File: src/rtl/cmos_dvp_capture_if.sv
// Pixel stream from one camera capture front end to the dual-camera merge stage.
// Master drives the frame-gated vsync/href/de/data; slave observes them.
interface cmos_dvp_capture_if;
  logic        pixel_vsync;
  logic        pixel_href;
  logic        pixel_de;
  logic [15:0] pixel_data;

  modport master (output pixel_vsync, pixel_href, pixel_de, pixel_data);
  modport slave  (input  pixel_vsync, pixel_href, pixel_de, pixel_data);
endinterface

File: src/rtl/cmos_dvp_capture.sv
// OV5640 DVP capture: pairs sensor bytes into RGB565 words, 2-cycle pin-to-output latency, no backpressure.
// Skips SKIP_FRAMES frames after reset. Optional line/frame stats under `define CMOS_CAP_STATS_EN.
module cmos_dvp_capture #(
  parameter int SKIP_FRAMES = 10,
  parameter int H_PIXELS    = 640,
  parameter int CNT_W       = 12
) (
  input  logic                cmos_pclk,
  input  logic                sys_rst_n,
  input  logic                cmos_vsync,
  input  logic                cmos_href,
  input  logic [7:0]          cmos_db,
  output logic                frame_ready,
  cmos_dvp_capture_if.master  pix
`ifdef CMOS_CAP_STATS_EN
  ,
  output logic [CNT_W-1:0]    meas_pix,
  output logic [CNT_W-1:0]    meas_lines,
  output logic                line_err
`endif
);

  localparam logic [CNT_W-1:0] SKIP_N         = CNT_W'(SKIP_FRAMES);
  localparam bit               READY_AT_RESET = (SKIP_FRAMES == 0);

  logic              vs_q, hs_q, vs_prev_q, act_prev_q;
  logic [7:0]        db_q;
  logic              vs_d, hs_d, vs_prev_d, act_prev_d;
  logic [7:0]        db_d;
  logic [CNT_W-1:0]  skip_cnt_q, skip_cnt_d;
  logic              frame_ready_q, frame_ready_d;
  logic              byte_sel_q, byte_sel_d;
  logic [7:0]        hi_byte_q, hi_byte_d;
  logic              pixel_vsync_q, pixel_vsync_d;
  logic              pixel_href_q, pixel_href_d;
  logic              pixel_de_q, pixel_de_d;
  logic [15:0]       pixel_data_q, pixel_data_d;
  logic              frame_start, act, line_end, pair_done;

  always_comb begin
    vs_d       = cmos_vsync;
    hs_d       = cmos_href;
    db_d       = cmos_db;
    vs_prev_d  = vs_q;
    frame_start = vs_q & ~vs_prev_q;
    act        = hs_q & ~vs_q;
    act_prev_d = act;
    line_end   = act_prev_q & ~act;
    pair_done  = act & byte_sel_q;

    // Counter saturates after SKIP_FRAMES starts; the next start opens the gate so the first delivered frame is whole.
    skip_cnt_d    = skip_cnt_q;
    frame_ready_d = frame_ready_q;
    if (skip_cnt_q == SKIP_N) begin
      if (frame_start || READY_AT_RESET) frame_ready_d = 1'b1;
    end else if (frame_start) begin
      skip_cnt_d = skip_cnt_q + 1'b1;
    end

    byte_sel_d   = 1'b0;
    hi_byte_d    = hi_byte_q;
    pixel_data_d = pixel_data_q;
    pixel_de_d   = 1'b0;
    if (act) begin
      if (!byte_sel_q) begin
        hi_byte_d  = db_q;
        byte_sel_d = 1'b1;
      end else if (frame_ready_d) begin
        pixel_data_d = {hi_byte_q, db_q};
        pixel_de_d   = 1'b1;
      end
    end

    pixel_vsync_d = frame_ready_d & vs_q;
    pixel_href_d  = frame_ready_d & act;
  end

  always_ff @(posedge cmos_pclk or negedge sys_rst_n) begin
    if (!sys_rst_n) begin
      vs_q          <= 1'b0;
      hs_q          <= 1'b0;
      db_q          <= 8'h00;
      vs_prev_q     <= 1'b0;
      act_prev_q    <= 1'b0;
      skip_cnt_q    <= '0;
      frame_ready_q <= 1'b0;
      byte_sel_q    <= 1'b0;
      hi_byte_q     <= 8'h00;
      pixel_vsync_q <= 1'b0;
      pixel_href_q  <= 1'b0;
      pixel_de_q    <= 1'b0;
      pixel_data_q  <= 16'h0000;
    end else begin
      vs_q          <= vs_d;
      hs_q          <= hs_d;
      db_q          <= db_d;
      vs_prev_q     <= vs_prev_d;
      act_prev_q    <= act_prev_d;
      skip_cnt_q    <= skip_cnt_d;
      frame_ready_q <= frame_ready_d;
      byte_sel_q    <= byte_sel_d;
      hi_byte_q     <= hi_byte_d;
      pixel_vsync_q <= pixel_vsync_d;
      pixel_href_q  <= pixel_href_d;
      pixel_de_q    <= pixel_de_d;
      pixel_data_q  <= pixel_data_d;
    end
  end

  assign frame_ready     = frame_ready_q;
  assign pix.pixel_vsync = pixel_vsync_q;
  assign pix.pixel_href  = pixel_href_q;
  assign pix.pixel_de    = pixel_de_q;
  assign pix.pixel_data  = pixel_data_q;

`ifdef CMOS_CAP_STATS_EN
  localparam logic [CNT_W-1:0] H_N = CNT_W'(H_PIXELS);

  logic [CNT_W-1:0] pix_cnt_q, pix_cnt_d;
  logic [CNT_W-1:0] line_cnt_q, line_cnt_d;
  logic [CNT_W-1:0] meas_pix_q, meas_pix_d;
  logic [CNT_W-1:0] meas_lines_q, meas_lines_d;
  logic             line_err_q, line_err_d;

  // Stats count completed pairs regardless of frame_ready so they are valid during settling.
  always_comb begin
    pix_cnt_d    = pix_cnt_q + {{(CNT_W-1){1'b0}}, pair_done};
    line_cnt_d   = line_cnt_q + {{(CNT_W-1){1'b0}}, line_end};
    meas_pix_d   = meas_pix_q;
    meas_lines_d = meas_lines_q;
    line_err_d   = line_err_q;
    if (line_end) begin
      meas_pix_d = pix_cnt_q;
      pix_cnt_d  = '0;
      if (byte_sel_q || (pix_cnt_q != H_N)) line_err_d = 1'b1;
    end
    if (frame_start) begin
      meas_lines_d = line_cnt_d;
      line_cnt_d   = '0;
      line_err_d   = 1'b0;
    end
  end

  always_ff @(posedge cmos_pclk or negedge sys_rst_n) begin
    if (!sys_rst_n) begin
      pix_cnt_q    <= '0;
      line_cnt_q   <= '0;
      meas_pix_q   <= '0;
      meas_lines_q <= '0;
      line_err_q   <= 1'b0;
    end else begin
      pix_cnt_q    <= pix_cnt_d;
      line_cnt_q   <= line_cnt_d;
      meas_pix_q   <= meas_pix_d;
      meas_lines_q <= meas_lines_d;
      line_err_q   <= line_err_d;
    end
  end

  assign meas_pix   = meas_pix_q;
  assign meas_lines = meas_lines_q;
  assign line_err   = line_err_q;
`endif

endmodule

File: src/flat_wrapper.sv
// flat-port wrapper written by rule: the top's interface ports become plain ports
module cmos_dvp_capture_flat 
#(
  parameter int SKIP_FRAMES = 10,
  parameter int H_PIXELS    = 640,
  parameter int CNT_W       = 12
)
  (cmos_pclk, sys_rst_n, cmos_vsync, cmos_href, cmos_db, frame_ready, pix_pixel_vsync, pix_pixel_href, pix_pixel_de, pix_pixel_data);
  cmos_dvp_capture_if pix_i ();
  input  logic cmos_pclk;
  input  logic sys_rst_n;
  input  logic cmos_vsync;
  input  logic cmos_href;
  input  logic [7:0] cmos_db;
  output logic frame_ready;
  output wire logic [$bits(pix_i.pixel_vsync)-1:0] pix_pixel_vsync;
  output wire logic [$bits(pix_i.pixel_href)-1:0] pix_pixel_href;
  output wire logic [$bits(pix_i.pixel_de)-1:0] pix_pixel_de;
  output wire logic [$bits(pix_i.pixel_data)-1:0] pix_pixel_data;
  assign pix_pixel_vsync = pix_i.pixel_vsync;
  assign pix_pixel_href = pix_i.pixel_href;
  assign pix_pixel_de = pix_i.pixel_de;
  assign pix_pixel_data = pix_i.pixel_data;
  cmos_dvp_capture #(.SKIP_FRAMES(SKIP_FRAMES), .H_PIXELS(H_PIXELS), .CNT_W(CNT_W)) u_core (.cmos_pclk(cmos_pclk), .sys_rst_n(sys_rst_n), .cmos_vsync(cmos_vsync), .cmos_href(cmos_href), .cmos_db(cmos_db), .frame_ready(frame_ready), .pix(pix_i));
endmodule
File: config.mk
export PLATFORM = sky130hd
export DESIGN_NAME = cmos_dvp_capture_flat
export DESIGN_NICKNAME = d
export VERILOG_FILES = /design/src/rtl/cmos_dvp_capture_if.sv /design/src/rtl/cmos_dvp_capture.sv /design/src/flat_wrapper.sv
export SDC_FILE = /design/constraint.sdc
export NUM_CORES = 1
export LEC_CHECK = 0
export BUFFER_PORTS_ARGS = -buffer_cell sky130_fd_sc_hd__buf_2
export CAP_MARGIN = 25
export CORE_MARGIN = 2
export CORE_UTILIZATION = 54
export DETAILED_ROUTE_END_ITERATION = 10
export PLACE_DENSITY = 0.79
export SETUP_SLACK_MARGIN = 0.3
export SYNTH_ARGS = -nofsm -noshare
export SYNTH_HDL_FRONTEND = slang
export SYNTH_SLANG_ARGS = --single-unit
File: constraint.sdc
create_clock -name cmos_pclk -period 1.7 [get_ports cmos_pclk]
set_clock_uncertainty 0.15 [all_clocks]
set_input_delay 0.34 -clock cmos_pclk [delete_from_list [all_inputs] [get_ports cmos_pclk]]
set_output_delay 0.34 -clock cmos_pclk [all_outputs]
set_load 0.02 [all_outputs]
==> metrics.cfg <==
[global_route]
grt_max_degree=53
antenna_found_initial=0
grt_overflow=0
grt_pass1_wl_um=6760
grt_use_total=0.220
grt_pass1_vias=1372

[clock_network]
numCtsBuffers=5
clockBufferDepth=2
clkLatencyLatePin_ns=0.39
path_clk_slew_ns=0.16
clock_sinks=52
htreeDepth=2
cts-root-buf=clkbuf_4
cts_tree=yes

[timing]
final_min_period_over_clock_period=0.956
fmax_mhz=615
setup_violations=0
finalHoldViolCount=0
fin_crit_ns=1.63
maxSlewViolCount=0
hold_slack_ns=0.304
grt_setup_unrepaired=true
relSlewSlack=0.670
tns_ns=0
worst_slew_pin_slew_ns=0.494

[power]
power.share.sequential=0.463
vdd_ir_drop_max_mv=1.04
powerDensity_nw_per_um2=1280
intPower_uw=2460
p_clk_frac=0.151
p_leak_uw=0.00149
power_frac_comb=0.385
switching_power_uw=1280
swShare=0.343
power_uw=3740

[critical_path]
crit_slowest_cell=dfrtp_2
critPathArrivalTime_ns=1.76
critPathLaunchType=register
path_delay_family=simple AND/OR/NAND/NOR gates
cp_data_required_time_ns=1.83
cpPeakStageDelay_ns=0.49
reg2reg_depth=3
crit_path_max_fanout=9
path_cells=and3b_2 > nand2_8 > mux2_4
r2r_slack_ns=0.07
reg2reg_to=u_core.pix.pixel_data[13]
critPathKind=register to register
cp-end-kind=register
reg2reg_from=u_core.vs_prev_d
crit_buf_inv=0

[die]
start_util=0.574
core-area_um2=3420
die_w_um=64.3
fp.dieH_um=64.3
num_rows=21
die_area_um2=4130
io_pins=32

[synthesis]
seq_area_frac_synth=0.664
yosys_warnings=0
synth_area_um2=1960
avgSynthCellArea_um2=15.2
syn-num-nets=143
synth_flop_cell=dfrtp_1
syn_inst=129
ys_types=27
ys_seq_elements=52
synth_edf_count=0
async_reset_ff_frac=1.00

[routing]
vias=1372
first_pass_iters=4
wl_per_cell_um=19.5
first_iter_violations=85
ant_nets=0
route.detailed.drc=0
routed_wirelength_um=4930
vias_per_cell=5.42

[placement]
port_buffers=31
globalplace.congestion=0.713
dp_hpwl_um=2190

[min_path]
hold_class=primary input to async pin

[final_layout]
syn2layout_area_growth_pct=48.9
layout_commonest_cell=dfrtp_1
layout_common_cells=dfrtp_1, buf_6, buf_4
layout-drive-gt1-share=0.565
n_fill_cell=152
nets=220
antenna_cells=0

[job]
maxCapViolations=0

[outcome]
status=complete, no violations

area by class of cell:
class	count	area (um2)	area share
clock buffer	6	41.3	0.0141
clock inverter	2	13.8	0.00471
inverter	6	22.5	0.00771
multi-input combinational	70	835	0.286
sequential	52	1310	0.448
tap	46	57.6	0.0197
timing repair buffer	71	643	0.220
cells by family after synthesis:
kind of cell / after synthesis / synth area share
buf+inv: 8 / 0.0198
compound gates: 4 / 0.0147
xor+xnor: 10 / 0.0447
fa+ha+maj: 2 / 0.0128
flops: 52 / 0.664
mux: 25 / 0.160
simple gates: 28 / 0.0842
synthesized netlist by cell type (2+ instances only):
| cell type | number | area (um2) |
|---|---|---|
| dfrtp_1 | 52 | 1300 |
| ha_1 | 2 | 25.0 |
| inv_1 | 6 | 22.5 |
| mux2_2 | 15 | 169 |
| mux2_4 | 9 | 135 |
| nand2_1 | 5 | 18.8 |
| nand3_1 | 3 | 15.0 |
| nor2_1 | 3 | 11.3 |
| nor3_1 | 4 | 20.0 |
| nor3b_1 | 2 | 15.0 |
| nor4_1 | 4 | 25.0 |
| xnor2_1 | 3 | 26.3 |
| xor2_1 | 7 | 61.3 |
per-stage QoR:
step | instances | util | instance area [um2] | setup WS, ns
floorplan | 129 | - | 1980 | 0.201
global placement | 207 | 0.647 | 2210 | 0.182
detailed placement | 207 | 0.647 | 2210 | 0.119
CTS | 240 | 0.786 | 2690 | 0.173
global route | 253 | 0.855 | 2920 | -0.0120
finish | 253 | 0.855 | 2920 | 0.0743
how the worst max path moves through the flow:
stage                    startpoint                        end  slack, ns  cells past startpoint
6_report           u_core.vs_prev_d  u_core.pix.pixel_data[13]       0.07                      3
5_1_grt        u_core.skip_cnt_q[6]       u_core.skip_cnt_q[2]      -0.01                      3
2_1_floorplan    u_core.frame_ready  u_core.pix.pixel_data[10]       0.20                      4
4_1_cts            u_core.vs_prev_d  u_core.pix.pixel_data[13]       0.17                      3
3_3_place_gp       u_core.vs_prev_d   u_core.pix.pixel_data[0]       0.18                      3
3_5_place_dp       u_core.vs_prev_d   u_core.pix.pixel_data[2]       0.12                      3
layer usage:
layer / wire length [um] / global-route usage / vias to the layer above
met1: 1950 / 0.291 / 710
met4: 148 / 0.0957 / 0
li1: - / - / 601
met5: 0 / 0 / -
met3: 264 / 0.0493 / 14
met2: 2570 / 0.350 / 47
power groups by stage:
| stage | Clock (uW) | Combinational (uW) | Sequential, uW |
|---|---|---|---|
| finish | 566 | 1440 | 1730 |
| global route | 632 | 1530 | 1750 |
| CTS | 555 | 1220 | 1700 |
| detailed placement | 0 | 860 | 1690 |
| global placement | 0 | 833 | 1680 |
| floorplan | 0 | 400 | 1850 |
sequential cells by signal, indices dropped and copies added (netlist names):
name / count
u_core.pix.pixel_de: 1
u_core.skip_cnt_q: 12
u_core.pix.pixel_vsync: 1
u_core.vs_prev_d: 1
u_core.vs_prev_q: 1
u_core.pix.pixel_href: 1
u_core.byte_sel_q: 1
u_core.frame_ready: 1
u_core.hi_byte_q: 8
u_core.pix.pixel_data: 16
u_core.hs_q: 1
u_core.db_q: 8
worst register-to-register path, delay by kind of cell (launching register included):
family | cells | cell delay [ns]
AND/OR/NAND/NOR | 2 | 0.54
multiplexers | 1 | 0.34
flip-flops | 1 | 0.49
timing repair:
action,4_1_cts,5_1_grt
hold endpoints to repair,62,0
buffers inserted,13,12
gates cloned,1,1
resized for setup,58,29
pin swaps,8,16
endpoints found under the setup margin,53,57
hold buffers,11,0
Note: power is estimated with default switching activity, not from simulation.
